$ cat src/rtl/wb_sched_pkg.sv
// wb_sched_pkg: shared state encoding for the cellram port scheduler; values double as mst_sel codes.
package wb_sched_pkg;
  typedef enum logic [1:0] {IDLE = 2'b00, GNT_M0 = 2'b01, GNT_M1 = 2'b10} state_t;
endpackage

$ cat src/rtl/wb_mem_scheduler_if.sv
// wb_mem_scheduler_if: one Wishbone link; master drives the request, slave returns data/ack/err.
interface wb_mem_scheduler_if;
  logic [31:0] adr, dat_w, dat_r;
  logic [3:0]  sel;
  logic        cyc, stb, we, ack, err;
  modport master (output adr, dat_w, sel, cyc, stb, we, input dat_r, ack, err);
  modport slave  (input adr, dat_w, sel, cyc, stb, we, output dat_r, ack, err);
endinterface

$ cat src/rtl/wb_sched_watchdog.sv
// wb_sched_watchdog: counts strobed cycles without ack and flags the cycle a transfer must be aborted.
module wb_sched_watchdog #(
  parameter int TIMEOUT_CYCLES = 256,
  parameter int CNT_W = 9
) (
  input  logic clk_50mhz,
  input  logic rst,
  input  logic stb,
  input  logic ack,
  output logic expire
);
  logic [CNT_W-1:0] to_cnt;
  assign expire = stb && !ack && to_cnt == CNT_W'(TIMEOUT_CYCLES - 1);
  always_ff @(posedge clk_50mhz or posedge rst)
    if (rst) to_cnt <= '0;
    else to_cnt <= (!stb || ack || expire) ? '0 : to_cnt + 1'b1;
endmodule

$ cat src/rtl/wb_mem_scheduler.sv
// wb_mem_scheduler: shares the cellram port between vcache (m0, priority) and CPU (m1, starvation guard).
module wb_mem_scheduler
  import wb_sched_pkg::*;
#(
  parameter int MAX_WAIT = 64,
  parameter int TIMEOUT_CYCLES = 256,
  parameter int CNT_W = 9
) (
  input  logic               clk_50mhz,
  input  logic               rst,
  wb_mem_scheduler_if.slave  m0,
  wb_mem_scheduler_if.slave  m1,
  wb_mem_scheduler_if.master s,
  output logic [1:0]         mst_sel
);
  state_t state, nxt;
  logic [CNT_W-1:0] wait_cnt;
  logic g0, g1, expire, err0, err1, m1_urgent;
  assign g0 = state == GNT_M0;
  assign g1 = state == GNT_M1;
  assign m1_urgent = m1.cyc && wait_cnt >= CNT_W'(MAX_WAIT);
  always_comb begin
    nxt = state;
    case (state)
      IDLE:    nxt = m1_urgent ? GNT_M1 : m0.cyc ? GNT_M0 : m1.cyc ? GNT_M1 : IDLE;
      GNT_M0:  nxt = (expire || !m0.cyc) ? IDLE : GNT_M0;
      GNT_M1:  nxt = (expire || !m1.cyc) ? IDLE : GNT_M1;
      default: nxt = IDLE;
    endcase
  end
  always_ff @(posedge clk_50mhz or posedge rst)
    if (rst) begin
      state    <= IDLE;
      wait_cnt <= '0;
      err0     <= 1'b0;
      err1     <= 1'b0;
    end else begin
      state    <= nxt;
      wait_cnt <= (!m1.cyc || (nxt == GNT_M1 && !g1)) ? '0 :
                  (!g1 && wait_cnt < CNT_W'(MAX_WAIT)) ? wait_cnt + 1'b1 : wait_cnt;
      err0     <= expire && g0;
      err1     <= expire && g1;
    end
  assign mst_sel = state;
  assign s.adr   = g0 ? m0.adr : g1 ? m1.adr : '0;
  assign s.dat_w = g0 ? m0.dat_w : g1 ? m1.dat_w : '0;
  assign s.sel   = g0 ? m0.sel : g1 ? m1.sel : '0;
  assign s.cyc   = (g0 && m0.cyc) || (g1 && m1.cyc);
  assign s.stb   = (g0 && m0.stb) || (g1 && m1.stb);
  assign s.we    = (g0 && m0.we) || (g1 && m1.we);
  assign m0.dat_r = s.dat_r;
  assign m1.dat_r = s.dat_r;
  assign m0.ack   = g0 && s.ack;
  assign m1.ack   = g1 && s.ack;
  assign m0.err   = err0;
  assign m1.err   = err1;
  wb_sched_watchdog #(.TIMEOUT_CYCLES(TIMEOUT_CYCLES), .CNT_W(CNT_W)) u_wd (
    .clk_50mhz(clk_50mhz),
    .rst(rst),
    .stb(s.stb),
    .ack(s.ack),
    .expire(expire)
  );
endmodule

$ cat src/flat_wrapper.sv
// flat-port wrapper written by rule: the top's interface ports become plain ports
module wb_mem_scheduler_flat import wb_sched_pkg::*;
#(
  parameter int MAX_WAIT = 64,
  parameter int TIMEOUT_CYCLES = 256,
  parameter int CNT_W = 9
)
  (clk_50mhz, rst, mst_sel, m0_adr, m0_dat_w, m0_sel, m0_cyc, m0_stb, m0_we, m0_dat_r, m0_ack, m0_err, m1_adr, m1_dat_w, m1_sel, m1_cyc, m1_stb, m1_we, m1_dat_r, m1_ack, m1_err, s_adr, s_dat_w, s_sel, s_cyc, s_stb, s_we, s_dat_r, s_ack, s_err);
  wb_mem_scheduler_if m0_i ();
  wb_mem_scheduler_if m1_i ();
  wb_mem_scheduler_if s_i ();
  input  logic clk_50mhz;
  input  logic rst;
  output logic [1:0] mst_sel;
  input wire logic [$bits(m0_i.adr)-1:0] m0_adr;
  input wire logic [$bits(m0_i.dat_w)-1:0] m0_dat_w;
  input wire logic [$bits(m0_i.sel)-1:0] m0_sel;
  input wire logic [$bits(m0_i.cyc)-1:0] m0_cyc;
  input wire logic [$bits(m0_i.stb)-1:0] m0_stb;
  input wire logic [$bits(m0_i.we)-1:0] m0_we;
  output wire logic [$bits(m0_i.dat_r)-1:0] m0_dat_r;
  output wire logic [$bits(m0_i.ack)-1:0] m0_ack;
  output wire logic [$bits(m0_i.err)-1:0] m0_err;
  input wire logic [$bits(m1_i.adr)-1:0] m1_adr;
  input wire logic [$bits(m1_i.dat_w)-1:0] m1_dat_w;
  input wire logic [$bits(m1_i.sel)-1:0] m1_sel;
  input wire logic [$bits(m1_i.cyc)-1:0] m1_cyc;
  input wire logic [$bits(m1_i.stb)-1:0] m1_stb;
  input wire logic [$bits(m1_i.we)-1:0] m1_we;
  output wire logic [$bits(m1_i.dat_r)-1:0] m1_dat_r;
  output wire logic [$bits(m1_i.ack)-1:0] m1_ack;
  output wire logic [$bits(m1_i.err)-1:0] m1_err;
  output wire logic [$bits(s_i.adr)-1:0] s_adr;
  output wire logic [$bits(s_i.dat_w)-1:0] s_dat_w;
  output wire logic [$bits(s_i.sel)-1:0] s_sel;
  output wire logic [$bits(s_i.cyc)-1:0] s_cyc;
  output wire logic [$bits(s_i.stb)-1:0] s_stb;
  output wire logic [$bits(s_i.we)-1:0] s_we;
  input wire logic [$bits(s_i.dat_r)-1:0] s_dat_r;
  input wire logic [$bits(s_i.ack)-1:0] s_ack;
  input wire logic [$bits(s_i.err)-1:0] s_err;
  assign m0_i.adr = m0_adr;
  assign m0_i.dat_w = m0_dat_w;
  assign m0_i.sel = m0_sel;
  assign m0_i.cyc = m0_cyc;
  assign m0_i.stb = m0_stb;
  assign m0_i.we = m0_we;
  assign m0_dat_r = m0_i.dat_r;
  assign m0_ack = m0_i.ack;
  assign m0_err = m0_i.err;
  assign m1_i.adr = m1_adr;
  assign m1_i.dat_w = m1_dat_w;
  assign m1_i.sel = m1_sel;
  assign m1_i.cyc = m1_cyc;
  assign m1_i.stb = m1_stb;
  assign m1_i.we = m1_we;
  assign m1_dat_r = m1_i.dat_r;
  assign m1_ack = m1_i.ack;
  assign m1_err = m1_i.err;
  assign s_adr = s_i.adr;
  assign s_dat_w = s_i.dat_w;
  assign s_sel = s_i.sel;
  assign s_cyc = s_i.cyc;
  assign s_stb = s_i.stb;
  assign s_we = s_i.we;
  assign s_i.dat_r = s_dat_r;
  assign s_i.ack = s_ack;
  assign s_i.err = s_err;
  wb_mem_scheduler #(.MAX_WAIT(MAX_WAIT), .TIMEOUT_CYCLES(TIMEOUT_CYCLES), .CNT_W(CNT_W)) u_core (.clk_50mhz(clk_50mhz), .rst(rst), .m0(m0_i), .m1(m1_i), .s(s_i), .mst_sel(mst_sel));
endmodule
$ cat config.mk
export PLATFORM = sky130hd
export DESIGN_NAME = wb_mem_scheduler_flat
export DESIGN_NICKNAME = d
export VERILOG_FILES = /design/src/rtl/wb_sched_pkg.sv /design/src/rtl/wb_mem_scheduler_if.sv /design/src/rtl/wb_sched_watchdog.sv /design/src/rtl/wb_mem_scheduler.sv /design/src/flat_wrapper.sv
export SDC_FILE = /design/constraint.sdc
export NUM_CORES = 1
export LEC_CHECK = 0
export ABC_AREA = 1
export BUFFER_PORTS_ARGS = -buffer_cell sky130_fd_sc_hd__buf_2
export CORE_AREA = 2 2 123 125
export CTS_BUF_LIST = sky130_fd_sc_hd__clkbuf_8
export CTS_CLUSTER_SIZE = 10
export DETAILED_ROUTE_END_ITERATION = 12
export DIE_AREA = 0 0 125 127
export MAX_ROUTING_LAYER = met4
export PLACE_DENSITY = 0.52
export SYNTH_ARGS = -nofsm -noshare
export SYNTH_HDL_FRONTEND = slang
export SYNTH_HIERARCHICAL = 1
export SYNTH_SLANG_ARGS = --single-unit
$ cat constraint.sdc
create_clock -name clk_50mhz -period 3.9 [get_ports clk_50mhz]
set_input_delay 0.78 -clock clk_50mhz [delete_from_list [all_inputs] [get_ports clk_50mhz]]
set_output_delay 0.78 -clock clk_50mhz [all_outputs]
set_load 0.01 [all_outputs]
==> metrics.cfg, run 1 <==
[critical_path]
reg2reg_depth = 8
start_kind = register
arrival_ns = 2.06
crit_cells = 5
crit_family = simple AND/OR/NAND/NOR gates
rr_endpoint = u_core/m1.err
ff2ff_setup_slack_ns = 1.61
critical_path.max_stage_delay_ns = 0.60
crit_path_end_kind = output pin
cp-startpoint = u_core/mst_sel[1]
crit_type = register to output pin
slowest_stage = nor2_4
crit_fanout = 41
required_ns = 3.12
crit_buf_inv = 3
r2r-start = u_core/mst_sel[1]
path_cells = inv_2, nor2_4, buf_12, a22o_1, buf_2

[timing]
setup_tns_ns = 0
setup_viol = 0
slew_headroom_pct = 47.3
fmax_mhz = 352
hold_viol = 0
clock_skew_ns = 0.00322
fin_ws_ns = 1.06
worst_slew_pin_slew_ns = 0.788
min_period_ns = 2.84
drv_slew = 0
fin_crit_sh_pct = 72.8
rsz0062_at_grt = no

[detailed_routing]
wl_per_cell_um = 15.5
via_per_inst = 4.11
first_iter_violations = 88
dr.pass1.iters = 4
wirelength_mm = 9.77
antenna_left = 0
vias = 2587
drc = 0

[clock_network]
cts_tree = built
cts_num_sinks = 22
cts-root-buf = clkbuf_8
post-cts-setup-buffers = 0
cts_htree_levels = 1
insertion_delay_ns = 0.26
clk_pin_slew_ns = 0.08
numCtsBuffers = 3
clockBufferDepth = 2
cts-resized-gates = 0
cts.hold.buffers_added = 0

[floorplan]
die_h_um = 127
start_util_pct = 16.1
pin_count = 319
core-area_um2 = 14400
rows = 44
dieArea_um2 = 15900
die_w_um = 125

[global_route]
first_global_vias = 2417
grt_pass1_wl_mm = 14.0
grt_antenna_before_repair = 0
grt-ovfl-total = 0
grt_max_degree = 47
grt_use_total_pct = 11.4

[placement]
gp_congestion = 0.792
dpl.hpwl_mm = 8.14
place_inst = 626
port_buffers = 221
pre_cts_ws_ns = 1.30
placed_cell_area_um2 = 3160

[yosys]
synth_cells = 297
synth-main-ff-cell = dfrtp_1
syn_area_um2 = 2320
synthesis.nets = 479
postSynthAreaPerCell_um2 = 7.83
synth-edff-count = 0
ys_ff_latch = 22
yosys_warnings = 6
ys_seq_area_share_pct = 23.7
synthArstFlopShare_pct = 100
synth_cell_types = 27

[finish]
fill_cells = 1626
synthToLayoutAreaGrowth_pct = 37.8
stdcell_count = 629
drive_gt1_share_pct = 54.4
fin_nets = 629
num_antenna_cells = 0
final_cell_area_um2 = 3200
multi_input_area_um2 = 1130
ff_latch_area_um2 = 551

[min_path]
hold_class = primary input to asynchronous set/reset pin

[pwr]
leakagePower_nw = 1.84
ir_drop_v = 0.000185
p_per_area_nw_per_um2 = 384
total_power_mw = 1.23

[job]
max-cap-violations = 0

[status]
status = finished, final reports clean

==> routing by layer <==
layer / vias up / share of wire [%] / track usage (%)
met3: 16 / 8.9 / 2.72
met2: 159 / 47 / 17.6
met4: 0 / 1.8 / 3.01
met1: 1145 / 43 / 15.0
li1: 1267 / - / -
met5: - / 0 / -
==> placed cells by master, fill, tap and decap left out, drive strengths merged <==
cell,Yosys,layout
nand3b,1,1
ha,4,4
nor2,28,28
xor2,1,1
o22ai,1,1
inv,28,28
nand2,36,36
buf,73,223
o31ai,1,1
o21bai,1,1
o21ai,4,4
a22o,70,70
a21oi,8,8
nor3,2,2
nor3b,1,1
dfrtp,22,22
nand4,3,3
clkbuf,5,3
nand3,8,8
==> final cells by class <==
| class | count | share of cell area, % |
|---|---|---|
| flip-flops and latches | 22 | 17.2 |
| clock buffers | 3 | 1.29 |
| well taps | 184 | 7.19 |
| multi-input cells | 169 | 35.3 |
| inverters | 28 | 3.28 |
| repair buffers | 223 | 35.8 |
==> how the worst max path moves through the flow <==
stage | endpoint | slack [ns]
floorplan | s_adr[10] | 1.97
global route | s_dat_w[31] | 0.85
global placement | s_dat_w[31] | 1.29
detailed placement | s_dat_w[31] | 1.30
finish | s_dat_w[31] | 1.06
CTS | s_dat_w[31] | 1.0
==> state kept, by name, summed over array words and instances, names as in the netlist <==
register            cells
u_core/u_wd/to_cnt      9
u_core/wait_cnt         9
u_core/mst_sel          2
u_core/m0.err           1
u_core/m1.err           1
==> report_power, final <==
part / internal [mW] / total [mW] / leakage, nW / switching (mW)
Sequential: 0.241 / 0.259 / 0.303 / 0.0179
Clock: 0.0688 / 0.139 / 0.0216 / 0.0698
Combinational: 0.362 / 0.833 / 1.51 / 0.471
==> cell families (layout without fill, tap and decap cells) <==
group	after synthesis	count (layout)	synth area share, %
simple gates	79	79	15.8
xor+xnor	1	1	0.377
flops	22	22	23.7
fa+ha+maj	4	4	2.15
buf+inv	106	254	27.9
compound gates	85	85	30.0
==> metrics by stage <==
stage	utilization [%]	hold WS, ns
after floorplan	-	0.462
after global placement	21.9	0.483
after detailed placement	21.9	0.495
after CTS	22.2	0.491
after global routing	22.2	0.514
final	22.2	0.482
==> cells in the mapped netlist, types with 2 or more instances <==
| library cell | number | area, um^2 |
|---|---|---|
| ha_1 | 4 | 50.1 |
| clkbuf_1 | 5 | 18.8 |
| nand3_1 | 8 | 40.0 |
| inv_1 | 22 | 82.6 |
| nor2_1 | 23 | 86.3 |
| nor2_4 | 2 | 22.5 |
| a21oi_1 | 7 | 35.0 |
| o21ai_0 | 3 | 15.0 |
| dfrtp_1 | 22 | 551 |
| buf_4 | 64 | 480 |
| buf_2 | 9 | 45.0 |
| inv_2 | 6 | 22.5 |
| nand2_2 | 2 | 12.5 |
| nand2_1 | 34 | 128 |
| a22o_1 | 70 | 613 |
| nand4_1 | 3 | 18.8 |
| nor2_2 | 3 | 18.8 |
No activity file was read; power rests on OpenSTA's default activity.
==> run 2: changes to the inputs <==
--- a/config.mk
+++ b/config.mk
@@ -7,13 +7,13 @@
 export LEC_CHECK = 0
 export ABC_AREA = 1
 export BUFFER_PORTS_ARGS = -buffer_cell sky130_fd_sc_hd__buf_2
-export CORE_AREA = 2 2 123 125
+export CORE_AREA = 2 2 125 127
 export CTS_BUF_LIST = sky130_fd_sc_hd__clkbuf_8
 export CTS_CLUSTER_SIZE = 10
 export DETAILED_ROUTE_END_ITERATION = 12
-export DIE_AREA = 0 0 125 127
+export DIE_AREA = 0 0 127 129
 export MAX_ROUTING_LAYER = met4
-export PLACE_DENSITY = 0.52
+export PLACE_DENSITY = 0.51
 export SYNTH_ARGS = -nofsm -noshare
 export SYNTH_HDL_FRONTEND = slang
 export SYNTH_HIERARCHICAL = 1
==> constraint.sdc (replaced) <==
create_clock -name clk_50mhz -period 2.8 [get_ports clk_50mhz]
set_input_delay 0.56 -clock clk_50mhz [delete_from_list [all_inputs] [get_ports clk_50mhz]]
set_output_delay 0.56 -clock clk_50mhz [all_outputs]
set_load 0.01 [all_outputs]
==> metrics.cfg, run 2 (same netlist as run 1, synthesis figures left out) <==
[global_route]
grtUsageMet1_pct = 14.7  ; -0.36 points
first_global_vias = 2311  ; -4.4%
grt-ovfl-total = 0  ; unchanged
grt_antenna_before_repair = 1  ; +1
grt-busiest-layer = met2
grt_use_met3_pct = 2.95  ; +0.23 points
grt_use_total_pct = 12.2  ; +0.86 points
grt_max_degree = 70  ; +49%
grt_use_met2_pct = 21.4  ; +3.8 points
grt_pass1_wl_mm = 14.6  ; +4.3%

[floorplan]
pin_count = 319  ; unchanged
rows = 45  ; +2.3%
start_util_pct = 15.5  ; -0.60 points
core-area_um2 = 15000  ; +3.8%
die_w_um = 127  ; +1.6%
dieArea_um2 = 16400  ; +3.2%
die_h_um = 129  ; +1.6%

[critical_path]
arrival_ns = 1.76  ; -0.30 ns
path_cells = inv_2, nor2_4, buf_12, a22o_1, buf_2
critical_path.max_stage_delay_ns = 0.42  ; -0.18 ns
crit_buf_inv = 3  ; unchanged
crit_family = buffers and inverters
crit_fanout = 69  ; +68%
crit_path_end_kind = output pin
start_kind = register
crit_type = register to output pin
required_ns = 2.24  ; -0.88 ns
slowest_stage = dfrtp_1
r2r-start = u_core/u_wd/to_cnt[0]
cp-startpoint = u_core/mst_sel[1]

[clock_network]
cts_num_sinks = 22  ; unchanged
cts_tree = built
numCtsBuffers = 3  ; unchanged
cts-resized-gates = 0  ; unchanged
clockBufferDepth = 2  ; unchanged
clk_pin_slew_ns = 0.08  ; about the same
post-cts-setup-buffers = 0  ; unchanged
cts-root-buf = clkbuf_8
cts_htree_levels = 1  ; unchanged
insertion_delay_ns = 0.26  ; about the same
cts.hold.buffers_added = 0  ; unchanged

[finish]
drive_gt1_share_pct = 54.6  ; +0.20 points
final_common_cell = buf_2
final_cell_area_um2 = 3230  ; +0.70%
fill_cells = 1712  ; +5.3%
fin_util_pct = 21.5  ; -0.67 points
synthToLayoutAreaGrowth_pct = 38.8
final_cell_mix = buf_2 (221), a22o_1 (70), nand2_1 (34), nor2_1 (23)
fin_nets = 631  ; +0.32%

[timing]
setup_tns_ns = 0  ; unchanged
hold_ws_ns = 0.266  ; -0.216 ns
min_period_ns = 2.32
hold_viol = 0  ; unchanged
slew_headroom_pct = 64.2  ; +17 points
setup_viol = 0  ; unchanged
worst_slew_pin_slew_ns = 0.537  ; -0.251 ns
fmax_mhz = 431
fin_ws_ns = 0.479  ; -0.581 ns
clock_skew_ns = 0.00504  ; +0.00181 ns
fin_crit_sh_pct = 82.9
rsz0062_at_grt = no
drv_slew = 0  ; unchanged

[detailed_routing]
vias = 2547  ; -1.5%
wl_per_cell_um = 17.4  ; +12%
wirelength_mm = 11.1  ; +13%
drc = 0  ; unchanged
first_iter_violations = 76  ; -14%
antenna_left = 0  ; unchanged
dr.pass1.iters = 4  ; unchanged
via_per_inst = 4.00  ; -2.6%

[job]
max-cap-violations = 0  ; unchanged

[pwr]
pwr-share-seq_pct = 20.8  ; -0.2 points
p_sw_uw = 794  ; +42%
p_per_area_nw_per_um2 = 540  ; +40%
power_frac_comb_pct = 68.1  ; +0.4 points
switching_share_pct = 45.6  ; +0.22 points
intPower_uw = 946  ; +41%
leakagePower_nw = 1.85  ; +0.55%
ir_drop_v = 0.000378  ; +100%
clockPowerShare_pct = 11.1  ; -0.2 points

[placement]
pre_cts_ws_ns = 0.713  ; -0.586 ns
port_buffers = 221  ; unchanged
gp_congestion = 0.782  ; -1.3%
dpl.hpwl_mm = 9.26  ; +14%
placed_cell_area_um2 = 3180  ; +0.63%

[min_path]
hold_class = primary input to asynchronous set/reset pin

[status]
status = finished, final reports clean

run 2: cell types whose count changed in the layout (fill, tap and decap cells not counted), sizes merged:
cell   before  now
buf       223  225
diode       0    1
run 2: cell type report:
cell class                 count  area (um^2)  share of cell area (%)
antenna                        1         2.50                  0.0776
multi-input combinational    169         1130                    35.0
tap                          188          235                    7.29
timing repair buffer         225         1160                    36.0
clock buffer                   3         41.3                    1.28
sequential                    22          551                    17.1
inverter                      28          105                    3.26
run 2: stage by stage:
stage	instances	total power [mW]
floorplan	297	1.10
global route	636	1.86
global placement	632	1.58
CTS	635	1.77
detailed placement	632	1.56
finish	636	1.74
run 2: final timing paths:
check / end / slack, ns / depth (start not counted)
max: s_adr[4] / 0.48 / 5
min: u_core/u_wd/to_cnt[7] / 0.27 / 2
max reg2reg: u_core/m1.err / 0.91 / 9
min reg2reg: u_core/u_wd/to_cnt[6] / 0.51 / 2
max in group asynchronous: u_core/mst_sel[1] / 2.10 / 2
min in group clk_50mhz: u_core/u_wd/to_cnt[6] / 0.51 / 2
run 2: metal layers:
metal	up-vias	routed length [um]
li1	1269	-
met1	1132	4470
met2	144	5630
met3	2	927
met4	0	33
met5	-	0
run 2: worst register-to-register path, delay by kind of cell, from the launching register on:
family                     cells  cell delay [ns]
buffers and inverters          2             0.19
and+or+nand+nor                5             0.75
adders and majority gates      2             0.44
DFF                            1             0.43
run 2: power by group through the flow:
stage,Sequential [mW],Combinational [mW],Clock (mW)
floorplan,0.366,0.732,0
global placement,0.367,1.21,0
detailed placement,0.367,1.20,0
CTS,0.361,1.21,0.203
global route,0.366,1.28,0.213
finish,0.361,1.19,0.194
